## src/rtl/packet_uart_tx.sv

```systemverilog
// Frames fixed-length packets as SYNC, payload (MSB byte first), XOR checksum
// and shifts them out on an 8N1 serial line, LSB first within each byte.
module packet_uart_tx #(
    parameter int         MSG_LENGTH   = 48,
    parameter int         CLKS_PER_BIT = 434,
    parameter logic [7:0] SYNC_BYTE    = 8'hA5
) (
    input  logic                  clk,
    input  logic                  rsnt,
    input  logic [MSG_LENGTH-1:0] tx_data,
    input  logic                  send_data,
    output logic                  data_sent,
    output logic                  busy,
    output logic                  tx
);
    localparam int NBYTES = MSG_LENGTH / 8;
    localparam int BW     = $clog2(NBYTES + 2);
    localparam int CW     = (CLKS_PER_BIT > 1) ? $clog2(CLKS_PER_BIT) : 1;
    localparam logic [BW-1:0] LAST_BYTE = BW'(NBYTES + 1);
    localparam logic [CW-1:0] BAUD_LAST = CW'(CLKS_PER_BIT - 1);

    typedef enum logic [2:0] {IDLE, START, DATA, STOP, DONE} state_t;

    state_t                state, state_nx;
    logic [MSG_LENGTH-1:0] shreg, shreg_nx;
    logic [CW-1:0]         baud, baud_nx;
    logic [2:0]            bit_idx, bit_nx;
    logic [BW-1:0]         byte_idx, byte_nx;
    logic                  tx_nx, sent_nx, busy_nx;
    logic [7:0]            csum, cur_byte;
    logic                  bit_end;

    assign bit_end = (baud == BAUD_LAST);

    // Checksum covers payload only; the latched copy never changes mid-frame.
    always_comb begin
        csum = '0;
        for (int i = 0; i < NBYTES; i++)
            csum = csum ^ shreg[8*i +: 8];
    end

    always_comb begin
        cur_byte = SYNC_BYTE;
        if (byte_idx == LAST_BYTE)
            cur_byte = csum;
        for (int i = 1; i <= NBYTES; i++)
            if (byte_idx == BW'(i))
                cur_byte = shreg[MSG_LENGTH-8*i +: 8];
    end

    always_comb begin
        state_nx = state;
        shreg_nx = shreg;
        baud_nx  = '0;
        bit_nx   = bit_idx;
        byte_nx  = byte_idx;
        tx_nx    = tx;
        sent_nx  = 1'b0;
        busy_nx  = busy;
        if (state == START || state == DATA || state == STOP)
            baud_nx = bit_end ? '0 : baud + 1'b1;
        unique case (state)
            IDLE: if (send_data) begin
                state_nx = START;
                shreg_nx = tx_data;
                byte_nx  = '0;
                tx_nx    = 1'b0;
                busy_nx  = 1'b1;
            end
            START: if (bit_end) begin
                state_nx = DATA;
                bit_nx   = '0;
                tx_nx    = cur_byte[0];
            end
            DATA: if (bit_end) begin
                if (bit_idx == 3'd7) begin
                    state_nx = STOP;
                    tx_nx    = 1'b1;
                end else begin
                    bit_nx = bit_idx + 3'd1;
                    tx_nx  = cur_byte[bit_idx + 3'd1];
                end
            end
            STOP: if (bit_end) begin
                if (byte_idx != LAST_BYTE) begin
                    byte_nx  = byte_idx + 1'b1;
                    state_nx = START;
                    tx_nx    = 1'b0;
                end else begin
                    state_nx = DONE;
                    sent_nx  = 1'b1;
                end
            end
            DONE: begin
                state_nx = IDLE;
                busy_nx  = 1'b0;
            end
            default: state_nx = IDLE;
        endcase
    end

    always_ff @(posedge clk or negedge rsnt) begin
        if (!rsnt) begin
            state     <= IDLE;
            shreg     <= '0;
            baud      <= '0;
            bit_idx   <= '0;
            byte_idx  <= '0;
            tx        <= 1'b1;
            data_sent <= 1'b0;
            busy      <= 1'b0;
        end else begin
            state     <= state_nx;
            shreg     <= shreg_nx;
            baud      <= baud_nx;
            bit_idx   <= bit_nx;
            byte_idx  <= byte_nx;
            tx        <= tx_nx;
            data_sent <= sent_nx;
            busy      <= busy_nx;
        end
    end
endmodule

```

## config.mk

```make
export PLATFORM = sky130hd
export DESIGN_NAME = packet_uart_tx
export DESIGN_NICKNAME = d
export VERILOG_FILES = /design/src/rtl/packet_uart_tx.sv
export SDC_FILE = /design/constraint.sdc
export NUM_CORES = 1
export LEC_CHECK = 0
export ABC_CLOCK_PERIOD_IN_PS = 5100
export BUFFER_PORTS_ARGS = -buffer_cell sky130_fd_sc_hd__buf_2
export CELL_PAD_IN_SITES_DETAIL_PLACEMENT = 0
export CELL_PAD_IN_SITES_GLOBAL_PLACEMENT = 2
export CORE_MARGIN = 4
export CORE_UTILIZATION = 35
export DETAILED_ROUTE_END_ITERATION = 8
export PLACE_DENSITY_LB_ADDON = 0.1
export RECOVER_POWER = 25
export SLEW_MARGIN = 20
export SYNTH_ARGS = -nofsm -noshare
export SYNTH_HDL_FRONTEND = slang
export SYNTH_SLANG_ARGS = --single-unit
```

## constraint.sdc

```tcl
create_clock -name clk -period 5.1 [get_ports clk]
set_input_delay 0.255 -clock clk [delete_from_list [all_inputs] [get_ports clk]]
set_output_delay 0.255 -clock clk [all_outputs]
set_load 0.02 [all_outputs]
```

# --- Word level (Yosys, flattened, before mapping) ---
# Index checks and enable logic that the tools add are counted.
word_totals:
  mem_bits_ro: 0
  wordCells: 89
  n_memories: 0
  latch_bits: 0
  regBits: 69
  in_bits: 51
  ramBits: 0
op_classes:
  div: 0
  eq_ne: 21
  n_lt_le_gt_ge: 1
  mul: 0
  muxes: 38
  n_bitwise: 5
  reduce_logical: 13
  shifts: 0
  addsub: 3
op_table:
  columns: ["cell", "n"]
  rows:
  - ["two-way mux 8 bit", 7]
  - ["XOR 8 bit", 5]
  - ["two-way mux 3 bit", 12]
  - ["equality test 3 bit, second input constant", 6]
  - ["two-way mux 9 bit", 2]
  - ["equality test 3 x 2 -> 1 bit, second input constant", 4]
  - ["one-hot mux 3 bit (2 select lines)", 2]
  - ["one-hot mux 3 bit (4 select lines)", 1]
  - ["two-way mux 1 bit", 11]
  - ["!= test 2 bit, second input constant", 5]
  - ["adder 9 x 1 -> 9 bit, second input constant", 1]
  - ["equality test 9 bit, second input constant", 1]
  - ["AND reduction 4 bit", 2]
  - ["adder 3 x 1 -> 3 bit, second input constant", 2]
  - ["equality test 3 x 1 -> 1 bit, second input constant", 2]
  - ["AND reduction 6 bit", 1]
  - ["nonzero test 2 bit", 3]
  - ["AND reduction 5 bit", 1]
  - ["less-than comparator 3 x 4 -> 1 bit, second input constant", 1]
  - ["!= test 2 x 1 -> 1 bit, second input constant", 2]
  - ["one-hot mux 1 bit (4 select lines)", 1]
  - ["AND reduction 2 bit", 2]
  - ["nonzero test 4 bit", 1]
  - ["binary-select mux 1 bit (select 3 bit)", 1]
  - ["other kinds (4)", 5]

# --- Depth between registers and ports, before layout ---
# Gate-level depths: netlist (run 1).
depth:
  depth_word: 17
  mapped_depth: 12

# --- Worst setup path after synthesis (run 1) ---
# No wires, ideal clock.
synth_timing:
  path_type: "register to register"
  startpoint: "register byte_idx[2]"
  endpoint: "register tx"
  stages_incl_launch_ff: 12
  setup_time_ps: 79
  arrival_time_ps: 2252
  required_time_ps: 5021
  setup_slack_ps: 2768
  synth_period_minus_slack_ps: 2332
  path_cell_list: "dfrtp_1 -> buf_2 -> buf_2 -> inv_1 -> ha_1 -> clkbuf_1 -> buf_1 -> a21boi_0 -> a31oi_1 -> a2111oi_0 -> o32ai_1 -> a22o_1"
synth_via:
  elab_chain_len: 13
  word_cells_on_any_way: 23
  classes_between: "9 x eq/ne; 13 x mux; 1 x reduce/logical"
synth_lines:
  columns: ["item", "line_no", "text"]
  rows:
  - ["start, declared", "28", "logic [BW-1:0] byte_idx, byte_nx;"]
  - ["start signal, assigned", "117", "byte_idx <= byte_nx;"]
  - ["equality test 3 bit", "44", "if (byte_idx == LAST_BYTE)"]
  - ["two-way mux 8 bit", "44", null]
  - ["two-way mux 8 bit (6 in series)", "47", "if (byte_idx == BW'(i))"]
  - ["binary-select mux 1 bit (select 3 bit)", "81", "tx_nx = cur_byte[bit_idx + 3'd1];"]
  - ["two-way mux 1 bit (implied by the code)", "81", null]
  - ["two-way mux 1 bit", "76", "if (bit_idx == 3'd7) begin"]
  - ["two-way mux 1 bit", "75", "DATA: if (bit_end) begin"]
  - ["one-hot mux 1 bit (4 select lines)", "62", "unique case (state)"]
  - ["end signal, assigned", "118", "tx <= tx_nx;"]
  - ["end, declared", "14", "output logic tx"]
# Several ways; a longest one is shown, not always the timed one. The select of a mux whose other input is x is not followed.
# A chain may end at the register's enable or synchronous reset.

# --- Worst setup path in the final report (run 1) ---
# Ends and elaborated chain as after synthesis.

==> results.md, run 1 <==
- Tracing the worst setup path back leads to its startpoint at byte_idx[2]$_DFFE_PN0P_.
- The initial antenna violation count was 0.
- The proportion of netlist area held by the largest area contributor is 0.4254.
- Dividing total power by cell area gives a power density of 247.2 nW/µm².
- The total area inside the core boundary comes to 11,030 µm².
- The count of synthesis-stage warnings from yosys is 0.
- The tightest hold path in the finished design has a slack of 0.1193 ns.
- The area added between synthesis and finish is 16.02%.
- In this run the core area contains 38 standard-cell rows.
- The final setup violation count is 0.
- The timing endpoint of the critical path is tx$_DFFE_PN1P_.
- The category of the critical setup timing path is register to register.
- Max-cap violations in this run came to 0.
- The share of total power in the clock network is 0.497.
- The critical path goes through inv_1 > ha_1 > inv_1 > nor2_1 > nor3_1 > o21ai_0 > a211o_1 > o32ai_1 > a22o_1.
- The critical path crosses 9 cells after its start point.
- By count the netlist is led by 68 x dfrtp_1, 42 x mux2_1, 32 x nand2_1.
- The worst register-to-register path begins at byte_idx[2]$_DFFE_PN0P_.
- For this run, the register share of the synthesized area comes to 0.4320.
- STA classifies the critical path endpoint as a register.
- The total met3 wirelength after detailed routing is 542 µm.
- The average wire per standard cell is 17.50 µm.
- The final layout contains routed wiring with a total length of 9.942 mm.
- Adding up every negative setup slack in the final design gives 0 ns.
- The post-route minimum period is 2.859 ns.
- The most common cell type on the critical path is inv_1.
- The cell with the largest stage delay on the worst path is dfrtp_1.
- The detailed router placed 2,990 vias in this run.
- The number of buffers added on ports is 53.
- The synthesized netlist contains 57 unique library cells.
- For this run, the slowest stage of the critical path takes 0.72 ns.
- The power consumption is 0.001147 W.
- For this run the aggregate overflow at the end of global routing stands at 0.
- The number of pins with negative max-slew slack in the final report came to 0.
- The TritonCTS clock tree is built.
- The total number of nets in the final design is 486.
- In this run the register-to-register setup slack is 2.24 ns.
- The worst hold path stage count is 3.
- The average instance area after synthesis is 10.55 µm².
- Sorting the synthesized cells by area gives the leading types as dfrtp_1 43%, mux2_1 12%, xnor3_1 4.5%, xnor2_1 4.2%, ha_1 3.1%.
- The level count of the clock H-tree is 3.
- Entering global routing, the biggest net connects 70 pins.
- The overall global routing resource usage is 0.1638.
- The most used flip-flop cell after synthesis is dfrtp_1.
- Timing would allow up to 0.3498 GHz.
- Summed over all nets, the half-perimeter wirelength after detailed placement is 7.244 mm.
- The number of buffers on the longest clock path is 2.
- After detailed routing, no signal wire sits above met4.
- The starting density of the core is 0.3626.
- The pre-antenna-repair detailed-routing pass consisted of 4 iterations.
- The insertion delay of the later-clocked pin in the worst-skew pair is 0.33 ns.
- The total clock sinks is 69.
- The vias per cell is 5.264.
- When the netlist entered floorplanning its net count stood at 440.
- The arrival time of data at the critical path endpoint is 3.13 ns.
- After synthesis, the share of flip-flops with an asynchronous set or reset is 1.000.
- In this run the tightest slew margin relative to its limit is 0.4199.
- The length in cells of the worst reg-to-reg path is 9.
- The path class of the tightest hold or removal check is input port to register.
- The slew of the pin with the lowest slew margin is 0.8702 ns.
- The data required time at the worst endpoint is 5.38 ns.
- The number of nets with antenna violations after detailed routing is 0.
- The power share of the combinational group is 0.026.
- Post-CTS repair changed the size of 0 cells.
- The share of total power dissipated in sequential elements is 0.478.
- The final weighted congestion in routability-driven placement is 0.8426.
- The root buffer cell is clkbuf_16.
- In this run the worst path has a maximum fanout of 21.
- The endpoint of the worst register-to-register path is tx$_DFFE_PN1P_.
- The net switching power figure is 0.0002371 W.
- The biggest area contributor in the post-synthesis netlist is dfrtp_1.
- Dividing the final minimum period by the clock period gives 0.5605.
- After clock tree synthesis, the clock-pin slew on the worst setup and hold paths is 0.05 ns.
- The number of buffers inserted by hold repair at cts is 0.
- In this run the static leakage power is 2.202 nW.
- The die covers 13,200 µm².
- At the placement stage, the worst setup path has a slack of 2.264 ns.
- Counting both buffers and inverters, the worst setup path holds a total of 2.
- The synthesized design contains 0 enable-type register cells.
- Measured along the x axis, the die boundary spans 114.9 µm.
- The number of design rule violations left after detail routing is 0.
- The maximum vdd drop is 0.1469 mV.
- The family with the most delay on the worst path is compound AO/OA/AOI/OAI gates.
- The run finished with clean final reports.
- The cell with the most instances after synthesis is dfrtp_1.
- The total CTS buffers is 9.
- After clock tree synthesis, the setup repair step added 0 buffers.
- The number of diodes added for antenna fixing is 0.
- The switching portion of total power is 0.2066.
- The worst setup path is launched from a register.
- The die is 114.9 µm tall.
- For this design the top-level I/O count stands at 54.
- The global-route wire length before repair is 16.57 mm.
- The post-route met1 wirelength is 5.096 mm.
- Setup repair after global routing left no endpoint under its margin.
- Across all setup checks in the final design, the least slack found is 2.241 ns.
- The routed design uses 4.080 mm of met2 wire.
- The starting DRC count in detailed routing is 144.
- The via count of the first global-routing pass is 3,042.
- The internal power is 0.0009101 W.
- The worst clock skew is 0.005654 ns.
- The synthesis-stage register bit count is 69.
- The post-synth design cell area is 4000 µm².
- Of the cells placed in the final design, the portion with a size suffix greater than 1 is 0.1846.
- Synthesis produced 379 cells.
- The number of failing hold endpoints at the final stage is 0.
==> state kept, by name, summed over array words and instances (netlist names) <==
signal,flops
state,3
data_sent,1
tx,1
baud,9
busy,1
bit_idx,3
byte_idx,3
shreg,48
==> final cells by class <==
cell class	instances	area, µm²
Timing Repair Buffer	55	280.3
Fill cell	1100	6390
Clock buffer	12	256.5
Clock inverter	2	10.01
Multi-Input combinational cell	278	2146
Inverter	12	45.04
Sequential cell	69	1728
Tap cell	140	175.2
==> power groups by stage <==
stage | Sequential, W | Clock [W] | Combinational (W)
6_report | 0.000548 | 0.000570 | 0.0000293
5_1_grt | 0.000547 | 0.000612 | 0.0000344
4_1_cts | 0.000548 | 0.000588 | 0.0000311
3_5_place_dp | 0.000557 | 0 | 0.0000309
3_3_place_gp | 0.000557 | 0 | 0.0000304
2_1_floorplan | 0.000558 | 0 | 0.000000374
==> tightest hold or removal path, delay by kind of cell <==
| family | cells | cell delay (ns) |
|---|---|---|
| AND/OR/NAND/NOR | 1 | 0.03 |
| AO/OA/AOI/OAI | 1 | 0.05 |
| buffers and inverters | 1 | 0.07 |
==> worst min-delay path by stage <==
stage / startpoint / slack [ns] / end
2_1_floorplan: rsnt / -0.04 / baud[0]$_DFF_PN0_
3_3_place_gp: tx_data[26] / 0.47 / shreg[26]$_DFFE_PN0P_
3_5_place_dp: tx_data[47] / 0.46 / shreg[47]$_DFFE_PN0P_
4_1_cts: tx_data[47] / 0.10 / shreg[47]$_DFFE_PN0P_
5_1_grt: tx_data[32] / 0.12 / shreg[32]$_DFFE_PN0P_
6_report: tx_data[47] / 0.12 / shreg[47]$_DFFE_PN0P_
==> routing by layer <==
| metal | global-route usage | up-vias |
|---|---|---|
| met5 | 0 | - |
| met2 | 0.2230 | 67 |
| li1 | - | 1462 |
| met1 | 0.2485 | 1446 |
| met3 | 0.03263 | 15 |
| met4 | 0.07277 | 0 |
==> layout by cell type (no fill, tap or decap), drive strengths merged, types with 2 or more instances in the layout <==
master	count
o2111ai	3
clkbuf	12
a211o	3
a211oi	3
buf	55
a21oi	11
a32oi	2
nor3	4
a221oi	4
a22oi	4
o221ai	2
nand4	4
a311oi	3
nor2b	7
mux2	44
nor3b	4
and2	4
xor2	6
o22ai	3
xnor3	8
a21boi	2
dfrtp	68
o21ai	31
a31oi	3
inv	12
xnor2	19
and3	2
o32ai	3
ha	10
a2111oi	3
nand3	7
nor2	26
nand2	33
or3	7
clkinv	2
==> cell families after synthesis <==
family	Yosys count	share of synthesized area
fa+ha+maj	10	0.03128
flops	69	0.4320
buf+inv	32	0.03347
mux	45	0.1264
xor+xnor	33	0.09978
simple gates	105	0.1326
compound gates	85	0.1445
==> per-stage QoR <==
stage,instances,utilization,area (µm²)
2_1_floorplan,379,-,4000
3_3_place_gp,554,0.3966,4374
3_5_place_dp,554,0.3966,4374
4_1_cts,568,0.4207,4641
5_1_grt,568,0.4207,4641
6_report,568,0.4207,4641
(Power assumes the default switching activity.)
==> run 2: changes to the inputs <==
ABC_CLOCK_PERIOD_IN_PS = 2700   (was 5100)
clock period = 2.7 ns   (was 5.1 ns; I/O delays follow)
==> run 2 against run 1 <==
Largest power group unchanged. Critical path depth stayed put. Setup slack worse by 2.0 ns. Sequential share of layout area is 1.4 points lower. First-iteration DRC count is 17% higher. The flow now finishes with violations (max-capacitance violations, max-slew violations). Count of clock-buffer cells in the layout stayed put. Clock skew is 0.0015 ns higher. Global-route usage is 0.17 points higher. Via count is 2.1% higher. Largest cell class unchanged. Clock power is 95% higher. Highest routed layer unchanged.
==> results.md, run 2 (synthesis gave the netlist of run 1 again) <==
- The part of the power in registers is 0.469 (-0.009).
- The worst slew margin relative to its limit is -0.2973 (-0.7172).
- The area of the multi-input gates came to 2155 µm² (+0.41%).
- The number of design rule violations left after detail routing came to 0 (unchanged).
- The total number of nets in the final design came to 503 (+3.5%).
- The total CTS buffers was 9 (unchanged).
- The power density of the placed cells is 457.1 nW/µm² (+85%).
- The internal power was 0.001734 W (+91%).
- The reported leakage power is 2.284 nW (+3.7%).
- The tree is rooted in a clkbuf_16.
- The number of failing hold endpoints at the final stage is 0 (unchanged).
- The via count came to 3,052 (+2.1%).
- The number of buffers on the longest clock path was 2 (unchanged).
- The category of the critical setup timing path is register to register.
- STA classifies the critical path startpoint as a register.
- More flip-flops sit in one register than any other, and that register is shreg.
- The total clock sinks is 69 (unchanged).
- The total grt overflow was 0 (unchanged).
- The switching portion of total power is 0.2133 (+0.006682).
- The worst clock skew is 0.007170 ns (+0.001516 ns).
- The starting DRC count in detailed routing is 169 (+17%).
- The area enclosed by the die boundary came to 13,200 µm² (unchanged).
- The ratio of final minimum period to clock period is 0.9143 (+0.3538).
- The insertion delay of the later-clocked pin in the worst-skew pair came to 0.34 ns (about the same).
- The number of top-level pins was 54 (unchanged).
- The final weighted congestion in routability-driven placement came to 0.8925 (+5.9%).
- The average wire per standard cell was 17.04 µm (-2.7%).
- The level count of the clock H-tree was 3 (unchanged).
- The wire length reported by the detailed router is 10.00 mm (+0.58%).
- The worst-case register-to-register setup slack was 0.23 ns (-2.01 ns).
- The maximum clock frequency is 0.4051 GHz (+16%).
- STA classifies the critical path endpoint as a register.
- The placed instance count is 566 (+2.2%).
- The fraction of layout instances using a drive strength above 1 came to 0.2058 (+0.02124).
- The run finished, with violations left.
- The power share of the combinational group is 0.029 (+0.003).
- The fill cell instance count of the final layout is 1,108 (+0.73%).
- The number of buffers added on ports is 53 (unchanged).
- The number of diodes added for antenna fixing was 0 (unchanged).
- The largest registers in the layout are shreg x48, baud x9.
- The half-perimeter wire length after placement was 7.554 mm (+4.3%).
- The net switching power figure was 0.0004703 W (+98%).
- The cell row count is 38 (unchanged).
- Setup repair after global routing left no endpoint under its margin.
- The final reports fail on max-capacitance violations, max-slew violations.
- The horizontal extent of the die is 114.9 µm (unchanged).
- The maximum vdd drop came to 0.4310 mV (+190%).
- The post-layout instance count excluding filler cells was 587 (+3.3%).
- The starting density of the core is 0.3626 (unchanged).
- The data required time at the worst endpoint is 2.98 ns (-2.40 ns).
- The global-route wire length before repair is 16.85 mm (+1.7%).
- The setup slack after layout is 0.2313 ns (-2.010 ns).
- The floorplan die height is 114.9 µm (unchanged).
- Relative to the synthesized area, the layout overhead comes to 20.58%.
- The number of nets with antenna violations after detailed routing is 0 (unchanged).
- The worst hold slack is 0.005432 ns (-0.1139 ns).
- The core region area is 11,030 µm² (unchanged).
- The slew of the pin with the lowest slew margin is 1.946 ns (+1.076 ns).
- The post-route minimum period is 2.469 ns (-0.3900 ns).
- The reported max-cap violation count was 1 (+1).
- The number of pins with negative max-slew slack in the final report is 35 (+35).
- The flip-flop count of the largest register, all copies and words added was 48 (unchanged).
- The vias per cell is 5.199 (-1.2%).
- The most frequent standard cell in the layout excluding fill and tap cells is dfrtp_1.
- The via count of the first global-routing pass was 3,130 (+2.9%).
- The first-pass iteration count of the detailed router is 4 (unchanged).
- The worst min-delay path category is input port to register.
- The overall global routing resource usage is 0.1655 (+0.001655).
- The sum of negative setup slack is 0 ns (unchanged).
- The final setup violation count was 0 (unchanged).
- The initial antenna violation count is 0 (unchanged).
- The worst slack at placement is -0.04289 ns (-2.307 ns).
- The pin count of the biggest net entering global routing is 41 (-41%).
- The clock input transition at the sequential cells of the worst setup and hold paths is 0.06 ns (about the same).
- TritonCTS built the clock tree.
- The largest fanout on the critical path is 8 (-62%).
- The core occupancy in the finished layout is 0.4373 (+0.01656).
- In the layout the commonest cells are 68 x dfrtp_1, 50 x buf_2, 42 x mux2_1.
- The arrival time of data at the critical path endpoint is 2.75 ns (-0.38 ns).
- The sequential standard cell area is 1728 µm² (unchanged).
- The share of total power in the clock network is 0.502 (+0.005).
## run 2: cell types whose count changed in the layout (fill, tap and decap cells not counted), moves of 2 or more
| cell | change |
|---|---|
| dlygate4sd3_1 | +5 |
| buf_4 | +10 |
| clkbuf_1 | +3 |
| buf_2 | -3 |
| buf_12 | +2 |
## run 2: area by class of cell
| class | count | area share |
|---|---|---|
| clock inverters | 4 | 0.004669 |
| well taps | 140 | 0.03632 |
| multi-input cells | 278 | 0.4467 |
| repair buffers | 72 | 0.09157 |
| clock buffers | 12 | 0.05318 |
| flip-flops and latches | 69 | 0.3582 |
| inverters | 12 | 0.009339 |
## run 2: metrics by stage
| stage | instance area, µm² | power (W) |
|---|---|---|
| after floorplan | 4000 | 0.001054 |
| after global placement | 4489 | 0.001113 |
| after detailed placement | 4489 | 0.001114 |
| after CTS | 4821 | 0.002247 |
| after global routing | 4823 | 0.002298 |
| final | 4823 | 0.002205 |
## run 2: power groups by stage
stage                     Sequential [W]  Combinational [W]  Clock (W)
after global routing             0.00103          0.0000730    0.00119
final                            0.00103          0.0000635    0.00111
after detailed placement         0.00105          0.0000609          0
after CTS                        0.00103          0.0000664    0.00115
after global placement           0.00105          0.0000603          0
after floorplan                  0.00105        0.000000705          0
## run 2: critical path: stages, from the launching register on
cell       delay [ns]
dfrtp_1          0.42
inv_1            0.10
ha_1             0.35
and2_1           0.40
nand2_1          0.13
o2111ai_1        0.12
nand3_1          0.12
o311a_1          0.35
o32ai_1          0.25
a22o_1           0.17
## run 2: repair_timing
| item | 4_1_cts | 5_1_grt |
|---|---|---|
| gates resized for setup | 1 | 2 |
| setup endpoints to repair | 1 | 1 |
| endpoints found under the hold margin | 37 | 0 |
| buffers inserted | 0 | 0 |
| hold buffers | 5 | 0 |
## run 2: routing by layer
metal | vias to the layer above | global-route usage | share of wire
met1 | 1478 | 0.2375 | 0.50
li1 | 1497 | - | -
met2 | 67 | 0.2446 | 0.43
met3 | 10 | 0.04263 | 0.051
met5 | - | 0 | 0
met4 | 0 | 0.05164 | 0.014
## run 2: final timing paths
check / cells after the start / endpoint / start
max reg2reg: 9 / tx$_DFFE_PN1P_ / byte_idx[0]$_DFFE_PN0P_
min reg2reg: 1 / baud[0]$_DFF_PN0_ / baud[0]$_DFF_PN0_
max in group asynchronous: 2 / shreg[12]$_DFFE_PN0P_ / rsnt
min: 3 / shreg[24]$_DFFE_PN0P_ / tx_data[24]
max: 9 / tx$_DFFE_PN1P_ / byte_idx[0]$_DFFE_PN0P_
min in group asynchronous: 2 / baud[4]$_DFF_PN0_ / rsnt
==> run 3: changes to the inputs <==
BUFFER_PORTS_ARGS = not set   (was -buffer_cell sky130_fd_sc_hd__buf_2)
CORE_UTILIZATION = 25   (was 35)
CTS_CLUSTER_SIZE = 28   (was not set)
DONT_BUFFER_PORTS = 1   (was not set)
==> run 3 against run 2 <==
Wire length rose by 8.3%. The flow still finishes with violations (max-capacitance violations, max-slew violations). Largest cell class unchanged. Critical path type unchanged. Flip-flop and latch count unchanged. Largest power group unchanged. Hold slack better by 0.090 ns. Sequential power barely moved. Clock skew rose by 0.00083 ns. Critical path depth stayed put. Fmax up 0.25%. Global-route usage down 4.0 points. Sequential share of layout area is 2.0 points lower.
==> results.md, run 3 (synthesis gave the netlist of run 1 again) <==
- The total met3 wirelength after detailed routing is 394 µm (-23%).
- The flow ran to the end, but the final reports show violations.
- The total CTS buffers came to 9 (unchanged).
- The peak per-stage delay on the critical path is 0.42 ns (about the same).
- The via count of the first global-routing pass was 3,066 (-2.0%).
- The overall global routing resource usage is 0.1257 (-0.03976).
- The slew of the pin with the lowest slew margin is 1.756 ns (-0.1904 ns).
- The floorplan die height is 134.5 µm (+17%).
- The checks that failed: max-capacitance violations, max-slew violations.
- The insertion delay of the later-clocked pin in the worst-skew pair is 0.34 ns (about the same).
- Relative to the synthesized area, the layout overhead comes to 27.78%.
- The wire length reported by the detailed router is 10.83 mm (+8.3%).
- The clock input transition at the sequential cells of the worst setup and hold paths was 0.06 ns (about the same).
- The core occupancy in the finished layout is 0.3313 (-0.1060).
- The number of pins with negative max-slew slack in the final report came to 70 (+100%).
- The highest layer touched by signal routing is met4.
- The number of design rule violations left after detail routing is 0 (unchanged).
- The global-route wire length before repair is 17.57 mm (+4.3%).
- The first-pass iteration count of the detailed router is 4 (unchanged).
- The part of the power in registers is 0.448 (-0.021).
- The post-layout instance area was 5111 µm² (+6.0%).
- On the critical path, the stage with the largest delay is an instance of dfrtp_1.
- The number of diodes added for antenna fixing is 0 (unchanged).
- The via count came to 3,025 (-0.88%).
- The startpoint identified for the worst hold timing path is send_data.
- The starting density of the core is 0.2593 (-0.1033).
- The horizontal extent of the die was 134.5 µm (+17%).
- The worst slew margin relative to its limit is -0.1704 (+0.1270).
- The total number of nets in the final design is 496 (-1.4%).
- The share of total power in the clock network is 0.518 (+0.016).
- The final weighted congestion in routability-driven placement is 0.7825 (-12%).
- The TritonCTS clock tree is built.
- The wire length on met2 is 4.883 mm (+13%).
- The core region area is 15,430 µm² (+40%).
- The startpoint type of the worst setup path is a register.
- The starting DRC count in detailed routing came to 158 (-6.5%).
- The worst clock skew was 0.007998 ns (+0.0008273 ns).
- Tracing the worst setup path back leads to its startpoint at byte_idx[0]$_DFFE_PN0P_.
- The worst setup path is of the register to register kind.
- The cell row count is 45 (+18%).
- The root buffer cell chosen for the clock tree is clkbuf_16.
- The worst register-to-register path begins at byte_idx[0]$_DFFE_PN0P_.
- The number of buffers on the longest clock path is 2 (unchanged).
- The sum of negative setup slack came to 0 ns (unchanged).
- The tightest min-delay check is of the input port to register type.
- The cell that appears most often on the critical path is ha_1.
- The top register by number of flip-flops is shreg.
- The maximum vdd drop was 0.2833 mV (-34%).
- Setup repair after global routing left no endpoint under its margin.
- The maximum clock frequency is 0.4061 GHz (+0.25%).
- The final setup violation count is 0 (unchanged).
- The number of buffers added on ports was 0 (-100%).
- The internal power was 0.001820 W (+4.9%).
- The largest fanout on the critical path came to 7 (-1).
- The level count of the clock H-tree came to 3 (unchanged).
- The number of top-level pins was 54 (unchanged).
- The signal on the critical path passes through ha_1 > ha_1 > nor2_1 > o32ai_2 > a21boi_0 > a31oi_1 > a2111oi_1 > o32ai_1 > a22o_1.
- The cell family contributing the most delay on the critical path is compound AO/OA/AOI/OAI gates.
- The cell area after placement was 4300 µm² (-4.2%).
- The power share of the combinational group is 0.034 (+0.005).
- The fraction of layout instances using a drive strength above 1 is 0.09773 (-0.1081).
- The net switching power figure came to 0.0004910 W (+4.4%).
- The flip-flop count of the largest register, all copies and words added is 48 (unchanged).
- The reported leakage power is 2.270 nW (-0.61%).
- In the layout the commonest cells are 68 x dfrtp_1, 50 x dlygate4sd3_1, 42 x mux2_1.
- The power density of the placed cells came to 452.1 nW/µm² (-1.1%).
- The number of failing hold endpoints at the final stage came to 0 (unchanged).
- The total grt overflow is 0 (unchanged).
- The post-route minimum period is 2.463 ns (-0.006171 ns).
- The buffers plus inverters on the worst setup path is 0 (-1).
- The vias per cell was 4.647 (-11%).
- The data required time at the worst endpoint is 2.97 ns (about the same).
- The average wire per standard cell was 16.63 µm (-2.4%).
- The ratio of final minimum period to clock period is 0.9121 (-0.002286).
- The arrival time of data at the critical path endpoint is 2.74 ns (about the same).
- The number of nets with antenna violations after detailed routing came to 0 (unchanged).
- The post-route met1 wirelength is 5.288 mm (+5.4%).
- In the final layout, the registers with the most flip-flops are shreg x48, baud x9.
- The total clock sinks is 69 (unchanged).
- The reported max-cap violation count is 1 (unchanged).
- STA classifies the critical path endpoint as a register.
- The switching portion of total power came to 0.2125 (-0.0008222).
- Leaving out fill and tap cells, the most frequent cell in the layout is dfrtp_1.
- The initial antenna violation count came to 0 (unchanged).
- The pin count of the biggest net entering global routing is 70 (+71%).
- The area enclosed by the die boundary is 18,090 µm² (+37%).
- The half-perimeter wire length after placement is 8.092 mm (+7.1%).
-- run 3: routing by layer --
layer  vias up  GRT usage
met5         -          0
met4         0    0.04977
met3        18    0.03390
met2        56     0.1897
met1      1466     0.1716
li1       1485          -
-- run 3: power groups by stage --
| stage | Sequential [W] | Combinational, W | Clock (W) |
|---|---|---|---|
| after global routing | 0.00103 | 0.0000882 | 0.00129 |
| after detailed placement | 0.00105 | 0.000000705 | 0 |
| after CTS | 0.00103 | 0.0000870 | 0.00125 |
| after global placement | 0.00105 | 0.000000705 | 0 |
| final | 0.00103 | 0.0000785 | 0.00120 |
| after floorplan | 0.00105 | 0.000000705 | 0 |
-- run 3: timing repair --
| action | in CTS | in global routing |
|---|---|---|
| hold buffers | 51 | 0 |
| endpoints found under the setup margin | 0 | 1 |
| buffers inserted | 0 | 0 |
| resized for setup | 0 | 2 |
| hold endpoints to repair | 118 | 0 |
-- run 3: final timing paths --
check | to | slack [ns] | depth (start not counted)
max | tx$_DFFE_PN1P_ | 0.24 | 9
min | state[0]$_DFFE_PN0P_ | 0.1 | 2
max reg2reg | tx$_DFFE_PN1P_ | 0.24 | 9
min reg2reg | baud[0]$_DFF_PN0_ | 0.49 | 1
max in group asynchronous | shreg[18]$_DFFE_PN0P_ | 0.84 | 2
min in group asynchronous | data_sent$_DFF_PN0_ | 0.82 | 2
-- run 3: cell type report --
type / instances / area, µm²
fill: 1610 / 10320
multi-input combinational: 278 / 2150
sequential: 69 / 1728
timing repair buffer: 65 / 623.1
tap: 211 / 264.0
clock buffer: 10 / 239.0
clock inverter: 6 / 62.56
inverter: 12 / 45.04
-- run 3: metrics by stage --
stage          hold WS (ns)  worst slack (ns)  power [W]  instances
2_1_floorplan       -0.1606            0.3683   0.001054        379
3_3_place_gp        -0.1572            0.2485   0.001054        584
3_5_place_dp        -0.1570            0.1526   0.001054        584
4_1_cts             0.08389            0.1320   0.002368        651
5_1_grt              0.1169          0.004402   0.002414        651
6_report            0.09545            0.2374   0.002311        651
